`src/rtl/tdm_serial_port.sv`:
```
// tdm_serial_port: TDM audio serial port for an AK4619-class codec.
// Generates MCLK/BICK/LRCK from clk, serialises one N_CH x W DAC frame per
// TDM frame on sdin and deserialises one ADC frame from sdout.
// Data uses a 1-bit delay after the frame sync edge, MSB first, one slot per
// channel with zero padding after the W data bits.
// Optional build macro: TDM_SERIAL_PORT_LOOPBACK_EN adds a 'loopback' input
// that routes the internal sdin into the capture path instead of sdout.
module tdm_serial_port #(
    parameter int W         = 16,
    parameter int N_CH      = 4,
    parameter int SLOT_BITS = 32,
    parameter int BICK_DIV  = 4
) (
    input  logic                clk,
    input  logic                rst,
`ifdef TDM_SERIAL_PORT_LOOPBACK_EN
    input  logic                loopback,
`endif
    output logic                mclk,
    output logic                bick,
    output logic                lrck,
    output logic                sdin,
    input  logic                sdout,
    input  logic [N_CH*W-1:0]   dac_data,
    input  logic                dac_valid,
    output logic                dac_ready,
    output logic [N_CH*W-1:0]   adc_data,
    output logic                adc_valid,
    output logic                underrun
);

    localparam int FRAME  = N_CH * SLOT_BITS;
    localparam int FW     = N_CH * W;
    localparam int DIV_W  = (BICK_DIV > 1) ? $clog2(BICK_DIV) : 1;
    localparam int BIT_W  = (FRAME > 1) ? $clog2(FRAME) : 1;
    localparam int SLOT_W = (N_CH > 1) ? $clog2(N_CH) : 1;
    localparam int POS_W  = (SLOT_BITS > 1) ? $clog2(SLOT_BITS) : 1;
    localparam int IDX_W  = (FW > 1) ? $clog2(FW) : 1;

    localparam logic [DIV_W-1:0]  DIV_RISE      = DIV_W'(BICK_DIV / 2 - 1);
    localparam logic [DIV_W-1:0]  DIV_LAST      = DIV_W'(BICK_DIV - 1);
    localparam logic [BIT_W-1:0]  BIT_LAST      = BIT_W'(FRAME - 1);
    localparam logic [SLOT_W-1:0] SLOT_LAST     = SLOT_W'(N_CH - 1);
    localparam logic [POS_W-1:0]  POS_LAST      = POS_W'(SLOT_BITS - 1);
    localparam logic [POS_W-1:0]  POS_LAST_DATA = POS_W'(W - 1);

    // Clock generation state
    logic [DIV_W-1:0]  r_div_cnt;
    logic              r_bick;

    // Frame position: r_slot/r_pos decompose r_bit_cnt (bit_cnt = slot*SLOT_BITS + pos).
    // Because of the 1-bit delay, the serial bit carried while bit_cnt = b is the
    // frame position b-1; r_rx_slot/r_rx_pos hold that decomposition for capture.
    logic [BIT_W-1:0]  r_bit_cnt;
    logic [SLOT_W-1:0] r_slot;
    logic [POS_W-1:0]  r_pos;
    logic [SLOT_W-1:0] r_rx_slot;
    logic [POS_W-1:0]  r_rx_pos;
    logic              r_rx_armed;
    logic              r_lrck;
    logic              r_sdin;

    // DAC path
    logic [FW-1:0]     r_hold;
    logic              r_hold_full;
    logic [FW-1:0]     r_play;
    logic              r_underrun;

    // ADC path
    logic [FW-1:0]     r_cap;
    logic              r_cap_done;
    logic [FW-1:0]     r_adc_data;
    logic              r_adc_valid;

    // Combinational helpers
    logic              w_rise;
    logic              w_fall;
    logic              w_load;
    logic              w_xfer;
    logic [BIT_W-1:0]  w_next_bit;
    logic [SLOT_W-1:0] w_next_slot;
    logic [POS_W-1:0]  w_next_pos;
    logic [IDX_W-1:0]  w_tx_idx;
    logic              w_tx_bit;
    logic [IDX_W-1:0]  w_rx_idx;
    logic              w_rx_in_data;
    logic              w_rx_last;
    logic              w_rx_bit;

    // BICK phase events: rising edge registered at div_cnt = BICK_DIV/2-1,
    // falling edge (and all frame-position updates) at div_cnt = BICK_DIV-1.
    assign w_rise = (r_div_cnt == DIV_RISE);
    assign w_fall = (r_div_cnt == DIV_LAST);

    // The frame load point is the falling edge on which bit_cnt wraps to 0.
    assign w_load = w_fall && (r_bit_cnt == BIT_LAST);

    // DAC handshake: a frame transfers on any rising clk edge where dac_valid
    // and dac_ready are both high; dac_ready is high exactly when the holding
    // register is empty, and it does not depend on dac_valid.
    assign w_xfer = dac_valid && !r_hold_full;

`ifdef TDM_SERIAL_PORT_LOOPBACK_EN
    assign w_rx_bit = loopback ? r_sdin : sdout;
`else
    assign w_rx_bit = sdout;
`endif

    // Next frame position after a BICK falling edge
    always_comb begin
        w_next_bit  = r_bit_cnt + 1'b1;
        w_next_pos  = r_pos + 1'b1;
        w_next_slot = r_slot;
        if (r_bit_cnt == BIT_LAST) begin
            w_next_bit = '0;
        end
        if (r_pos == POS_LAST) begin
            w_next_pos  = '0;
            w_next_slot = (r_slot == SLOT_LAST) ? '0 : r_slot + 1'b1;
        end
    end

    // Select the DAC bit for the current frame position (driven at the next falling edge)
    always_comb begin
        w_tx_idx = '0;
        w_tx_bit = 1'b0;
        if (r_pos <= POS_LAST_DATA) begin
            w_tx_idx = IDX_W'(r_slot) * IDX_W'(W) + (IDX_W'(W - 1) - IDX_W'(r_pos));
            w_tx_bit = r_play[w_tx_idx];
        end
    end

    // Locate the ADC bit being sampled at the current rising edge
    always_comb begin
        w_rx_idx     = '0;
        w_rx_in_data = (r_rx_pos <= POS_LAST_DATA);
        w_rx_last    = (r_rx_slot == SLOT_LAST) && (r_rx_pos == POS_LAST_DATA);
        if (w_rx_in_data) begin
            w_rx_idx = IDX_W'(r_rx_slot) * IDX_W'(W) + (IDX_W'(W - 1) - IDX_W'(r_rx_pos));
        end
    end

    // Clock divider and BICK waveform
    always_ff @(posedge clk) begin
        if (rst) begin
            r_div_cnt <= '0;
            r_bick    <= 1'b0;
        end else begin
            r_div_cnt <= w_fall ? '0 : r_div_cnt + 1'b1;
            if (w_rise) begin
                r_bick <= 1'b1;
            end else if (w_fall) begin
                r_bick <= 1'b0;
            end
        end
    end

    // Frame counter, LRCK pulse and SDIN shifting on the BICK falling edge
    always_ff @(posedge clk) begin
        if (rst) begin
            r_bit_cnt  <= '0;
            r_slot     <= '0;
            r_pos      <= '0;
            r_rx_slot  <= SLOT_LAST;
            r_rx_pos   <= POS_LAST;
            r_rx_armed <= 1'b0;
            r_lrck     <= 1'b1;
            r_sdin     <= 1'b0;
        end else if (w_fall) begin
            r_bit_cnt  <= w_next_bit;
            r_slot     <= w_next_slot;
            r_pos      <= w_next_pos;
            r_rx_slot  <= r_slot;
            r_rx_pos   <= r_pos;
            // Capture only starts once a full BICK of the new frame has elapsed
            r_rx_armed <= 1'b1;
            r_lrck     <= (w_next_slot == '0);
            // At the load point r_play still holds the outgoing frame, so the
            // delayed last bit of the previous frame comes out correctly.
            r_sdin     <= w_tx_bit;
        end
    end

    // DAC holding register, play register and sticky underrun flag
    always_ff @(posedge clk) begin
        if (rst) begin
            r_hold      <= '0;
            r_hold_full <= 1'b0;
            r_play      <= '0;
            r_underrun  <= 1'b0;
        end else begin
            if (w_load) begin
                if (r_hold_full) begin
                    r_play <= r_hold;
                end else begin
                    // Nothing new: r_play keeps the last frame, which repeats
                    r_underrun <= 1'b1;
                end
                r_hold_full <= 1'b0;
            end
            // A transfer only happens with the holding register empty, so it
            // can never overwrite a frame the load point has not taken yet.
            if (w_xfer) begin
                r_hold      <= dac_data;
                r_hold_full <= 1'b1;
            end
        end
    end

    // ADC sample capture on the BICK rising edge
    always_ff @(posedge clk) begin
        if (rst) begin
            r_cap      <= '0;
            r_cap_done <= 1'b0;
        end else begin
            r_cap_done <= 1'b0;
            if (w_rise && r_rx_armed && w_rx_in_data) begin
                r_cap[w_rx_idx] <= w_rx_bit;
                r_cap_done      <= w_rx_last;
            end
        end
    end

    // Publish the completed ADC frame with a one-cycle strobe
    always_ff @(posedge clk) begin
        if (rst) begin
            r_adc_data  <= '0;
            r_adc_valid <= 1'b0;
        end else begin
            r_adc_valid <= r_cap_done;
            if (r_cap_done) begin
                r_adc_data <= r_cap;
            end
        end
    end

    assign mclk      = clk;
    assign bick      = r_bick;
    assign lrck      = r_lrck;
    assign sdin      = r_sdin;
    assign dac_ready = !r_hold_full;
    assign adc_data  = r_adc_data;
    assign adc_valid = r_adc_valid;
    assign underrun  = r_underrun;

endmodule

```
`config.mk`:
```
export PLATFORM = sky130hd
export DESIGN_NAME = tdm_serial_port
export DESIGN_NICKNAME = d
export VERILOG_FILES = /design/src/rtl/tdm_serial_port.sv
export SDC_FILE = /design/constraint.sdc
export NUM_CORES = 1
export LEC_CHECK = 0
export ABC_CLOCK_PERIOD_IN_PS = 2100
export BUFFER_PORTS_ARGS = -buffer_cell sky130_fd_sc_hd__buf_2
export CAP_MARGIN = 20
export CORE_MARGIN = 8
export CORE_UTILIZATION = 50
export DETAILED_ROUTE_END_ITERATION = 7
export PLACE_DENSITY = 0.67
export SYNTH_ARGS = -nofsm -noshare
export SYNTH_HDL_FRONTEND = slang
export SYNTH_SLANG_ARGS = --single-unit
export TNS_END_PERCENT = 10
```
`constraint.sdc`:
```
create_clock -name clk -period 2.1 [get_ports clk]
set_clock_uncertainty 0.05 [all_clocks]
set_input_delay 0.315 -clock clk [delete_from_list [all_inputs] [get_ports clk]]
set_output_delay 0.315 -clock clk [all_outputs]
set_load 0.005 [all_outputs]
```
==> metrics.md <==
| Metric | Value |
|---|---|
| DRC violations left | 0 |
| Final setup fails | 0 |
| Outcome | finished, final reports clean |
| IO Count | about 140 |
| Area Growth Syn to Fin | 24.8% |
| Fill count | ~1.9k |
| Crit-path max FO | 5 |
| Post-DP HPWL | 16.5 mm |
| Synthesized cell area | 11200 um2 |
| Worst r2r src | r_pos[0] |
| #FFs+latches synth | ~290 |
| Height of the chip | between 150 and 200 um |
| Setup crit end kind | flop |
| Placeable Area | around 22000 um2 |
| N_diodes | 0 |
| WP data arrival | 2.46 ns |
| Max Cap Viol | 0 |
| DR pass1 iterations | 5 |
| Mapped Avg Cell Area | ~8.4 um2 |
| Hold WC Path Type | in2reg |
| Setup bufs post-CTS | 0 |
| Total global-route track usage | 0.187 |
| WL/cell | ~14 um |
| Hold Crit Start | sdout |
| Startpoint Class | flop |
| Largest net degree at the start of global routing | between 150 and 200 |
| Die W | between 150 and 200 um |
| Tcrit/Tclk final | 0.954 |
| Most used flip-flop cell after synthesis | dfxtp_1 |
| Vias/cell | about 5 |
| Port Buffers | between 100 and 150 |
| Row count | 54 |
| Syn_nets | 1412 |
| Worst-Margin Slew | ~0.67 ns |
| Seq/Total Area, Yosys | 0.514 |
| Power Dens Cells | ~840 nW/um2 |
| Post-DRT Antenna Nets | 0 |
| CP required | between 2 and 3 ns |
| Share of post-route cells with drive strength above 1 | 0.175 |
| Hold Crit Depth | 4 |
| Fraction of registers with async set/reset | 0 |
| Final wirelength | around 26 mm |
| Worst R2R End | sdin |
| Placed Cells | about 1.7k |
| Initial DRC count | 546 |
| Final worst path period need | 2.00 ns |
| Detailed-route via count | around 9k |
| Clock transition at path regs | roughly 0.06 ns |
| Gate Count Post-Synth | around 1.3k |
| Slew HR | 0.557 |
| Final Max Slew Viols | 0 |
| Hold_ws | roughly 0.15 ns |
| Initial antenna violation count | 0 |
| Fin cells | around 1.8k |
| R2R setup slack | 0.1 ns |
| Remaining global-route overflow | 0 |
| Worst skew pair latency | roughly 0.64 ns |
| Max VDD drop | between 0.6 and 0.7 mV |
| LEAKAGE | 0.00522 uW |
| Setup TNS | 0 ns |
| CTS tree | yes |
| Initial core utilization | 0.511 |
| Achievable frequency | around 500 MHz |
| Synth warn | 0 |
| Worst Hold End | r_cap[22] |
| Final layout net count | between 1.5k and 2k |
| Final hold vios | 0 |
| Post-synth EDFFs | 0 |
| Cell variety after synth | between 40 and 50 |
| First-pass GRT wire length | 42.8 mm |
| Worst Reg-to-Reg Cells | 6 |
| Gpl congestion | slightly below 0.8 |
| Final Power | ~12000 uW |
| Number of global-route vias before repair | ~8.8k |
| RSZ-0062 raised after global routing | no |
| CP Class | reg2reg |
| Die ar. | 27400 um2 |
worst max path at each step:
stage | slack [ns] | end | cells after the start | from
after floorplan | 0.24 | sdin | 5 | r_pos[0]
after global placement | 0.08 | sdin | 4 | r_pos[0]
after detailed placement | 0.04 | sdin | 6 | r_pos[0]
after CTS | 0.02 | sdin | 6 | r_pos[0]
after global routing | 0.009 | r_pos[3] | 6 | r_div_cnt[0]
final | 0.1 | sdin | 6 | r_pos[0]
per-layer routing:
| layer | routed length, um | vias to the layer above | GRT usage |
|---|---|---|---|
| met5 | 0 | - | 0 |
| met4 | 352 | 0 | 0.0394 |
| met3 | 1260 | 28 | 0.0322 |
| met2 | 12500 | 163 | 0.320 |
| met1 | 11700 | 4241 | 0.243 |
| li1 | - | 4789 | - |
worst max-delay path, stage by stage, from the launching register on:
cell and delay (ns):
dfxtp_4 0.38, buf_6 0.13, mux4_1 0.54, mux2i_1 0.14
o311ai_0 0.13, nor4_1 0.41, nor4_1 0.09
synthesized netlist by cell type, types with 2 or more instances:
library cell / number / area, um2
a211oi_1: 3 / 22.5
a21oi_1: 200 / 1000
and3_1: 6 / 37.5
buf_1: 17 / 63.8
buf_2: 18 / 90.1
buf_4: 2 / 15.0
buf_6: 2 / 22.5
clkbuf_1: 64 / 240
dfxtp_1: 287 / 5750
ha_1: 9 / 113
inv_1: 9 / 33.8
mux2_2: 6 / 67.6
mux2i_1: 77 / 771
mux4_2: 13 / 293
nand2_1: 401 / 1510
nand2b_1: 5 / 31.3
nand3_1: 62 / 310
nand3b_1: 2 / 15.0
nand4_1: 4 / 25.0
nor2_1: 92 / 345
nor2b_1: 3 / 18.8
nor3_1: 13 / 65.1
nor3_2: 5 / 50.1
nor4_1: 4 / 25.0
nor4b_1: 3 / 26.3
o211ai_1: 2 / 15.0
o21ai_0: 4 / 20.0
o22ai_1: 3 / 18.8
xnor2_1: 3 / 26.3
xor2_1: 4 / 35.0
layout by cell type (no fill, tap or decap), drive strengths merged, types with 19 or more instances in the layout:
cell,instances
nand2,401
dfxtp,287
a21oi,200
buf,180
nor2,92
mux2i,77
dlygate4sd3,65
nand3,62
clkbuf,43
nor3,19
flip-flops by register name, indices dropped and copies added (netlist names), 5 cells and up:
| register | count |
|---|---|
| r_pos | 5 |
| r_bit_cnt | 7 |
| r_play | 64 |
| adc_data | 64 |
| r_cap | 64 |
| r_rx_pos | 5 |
| r_hold | 64 |
power by group:
group,total (uW),switching [uW],internal [uW],leakage (uW)
registers,5600,67.0,5540,0.00232
logic,597,332,266,0.00237
clock network,5460,2130,3330,0.000522
total,11700,2530,9130,0.00522
cell type report:
| cell class | instances | area, um2 | share of cell area |
|---|---|---|---|
| inverters | 10 | 37.5 | 0.00269 |
| well taps | 280 | 350 | 0.0251 |
| clock inverters | 14 | 149 | 0.0107 |
| repair buffers | 245 | 1770 | 0.127 |
| flip-flops and latches | 287 | 5750 | 0.412 |
| clock buffers | 43 | 893 | 0.0640 |
| multi-input cells | 935 | 5010 | 0.359 |
cells by family after synthesis:
| family | after synthesis | share of synthesized area |
|---|---|---|
| compound gates | 216 | 0.0993 |
| buf+inv | 113 | 0.0420 |
| xor+xnor | 7 | 0.00548 |
| simple gates | 606 | 0.226 |
| mux | 97 | 0.103 |
| fa+ha+maj | 9 | 0.0101 |
| flops | 287 | 0.514 |
per-stage QoR:
| stage | utilization | cell area [um2] | setup WS, ns |
|---|---|---|---|
| 2_1_floorplan | - | 11200 | 0.240 |
| 3_3_place_gp | 0.560 | 12300 | 0.0805 |
| 3_5_place_dp | 0.560 | 12300 | 0.0385 |
| 4_1_cts | 0.637 | 14000 | 0.0220 |
| 5_1_grt | 0.638 | 14000 | 0.00868 |
| 6_report | 0.638 | 14000 | 0.0956 |
timing repair:
action	in CTS	in global routing
hold buffers	65	0
hold endpoints to repair	65	0
endpoints found under the setup margin	0	4
resized for setup	0	3
Power figures use the tool's default switching activity.
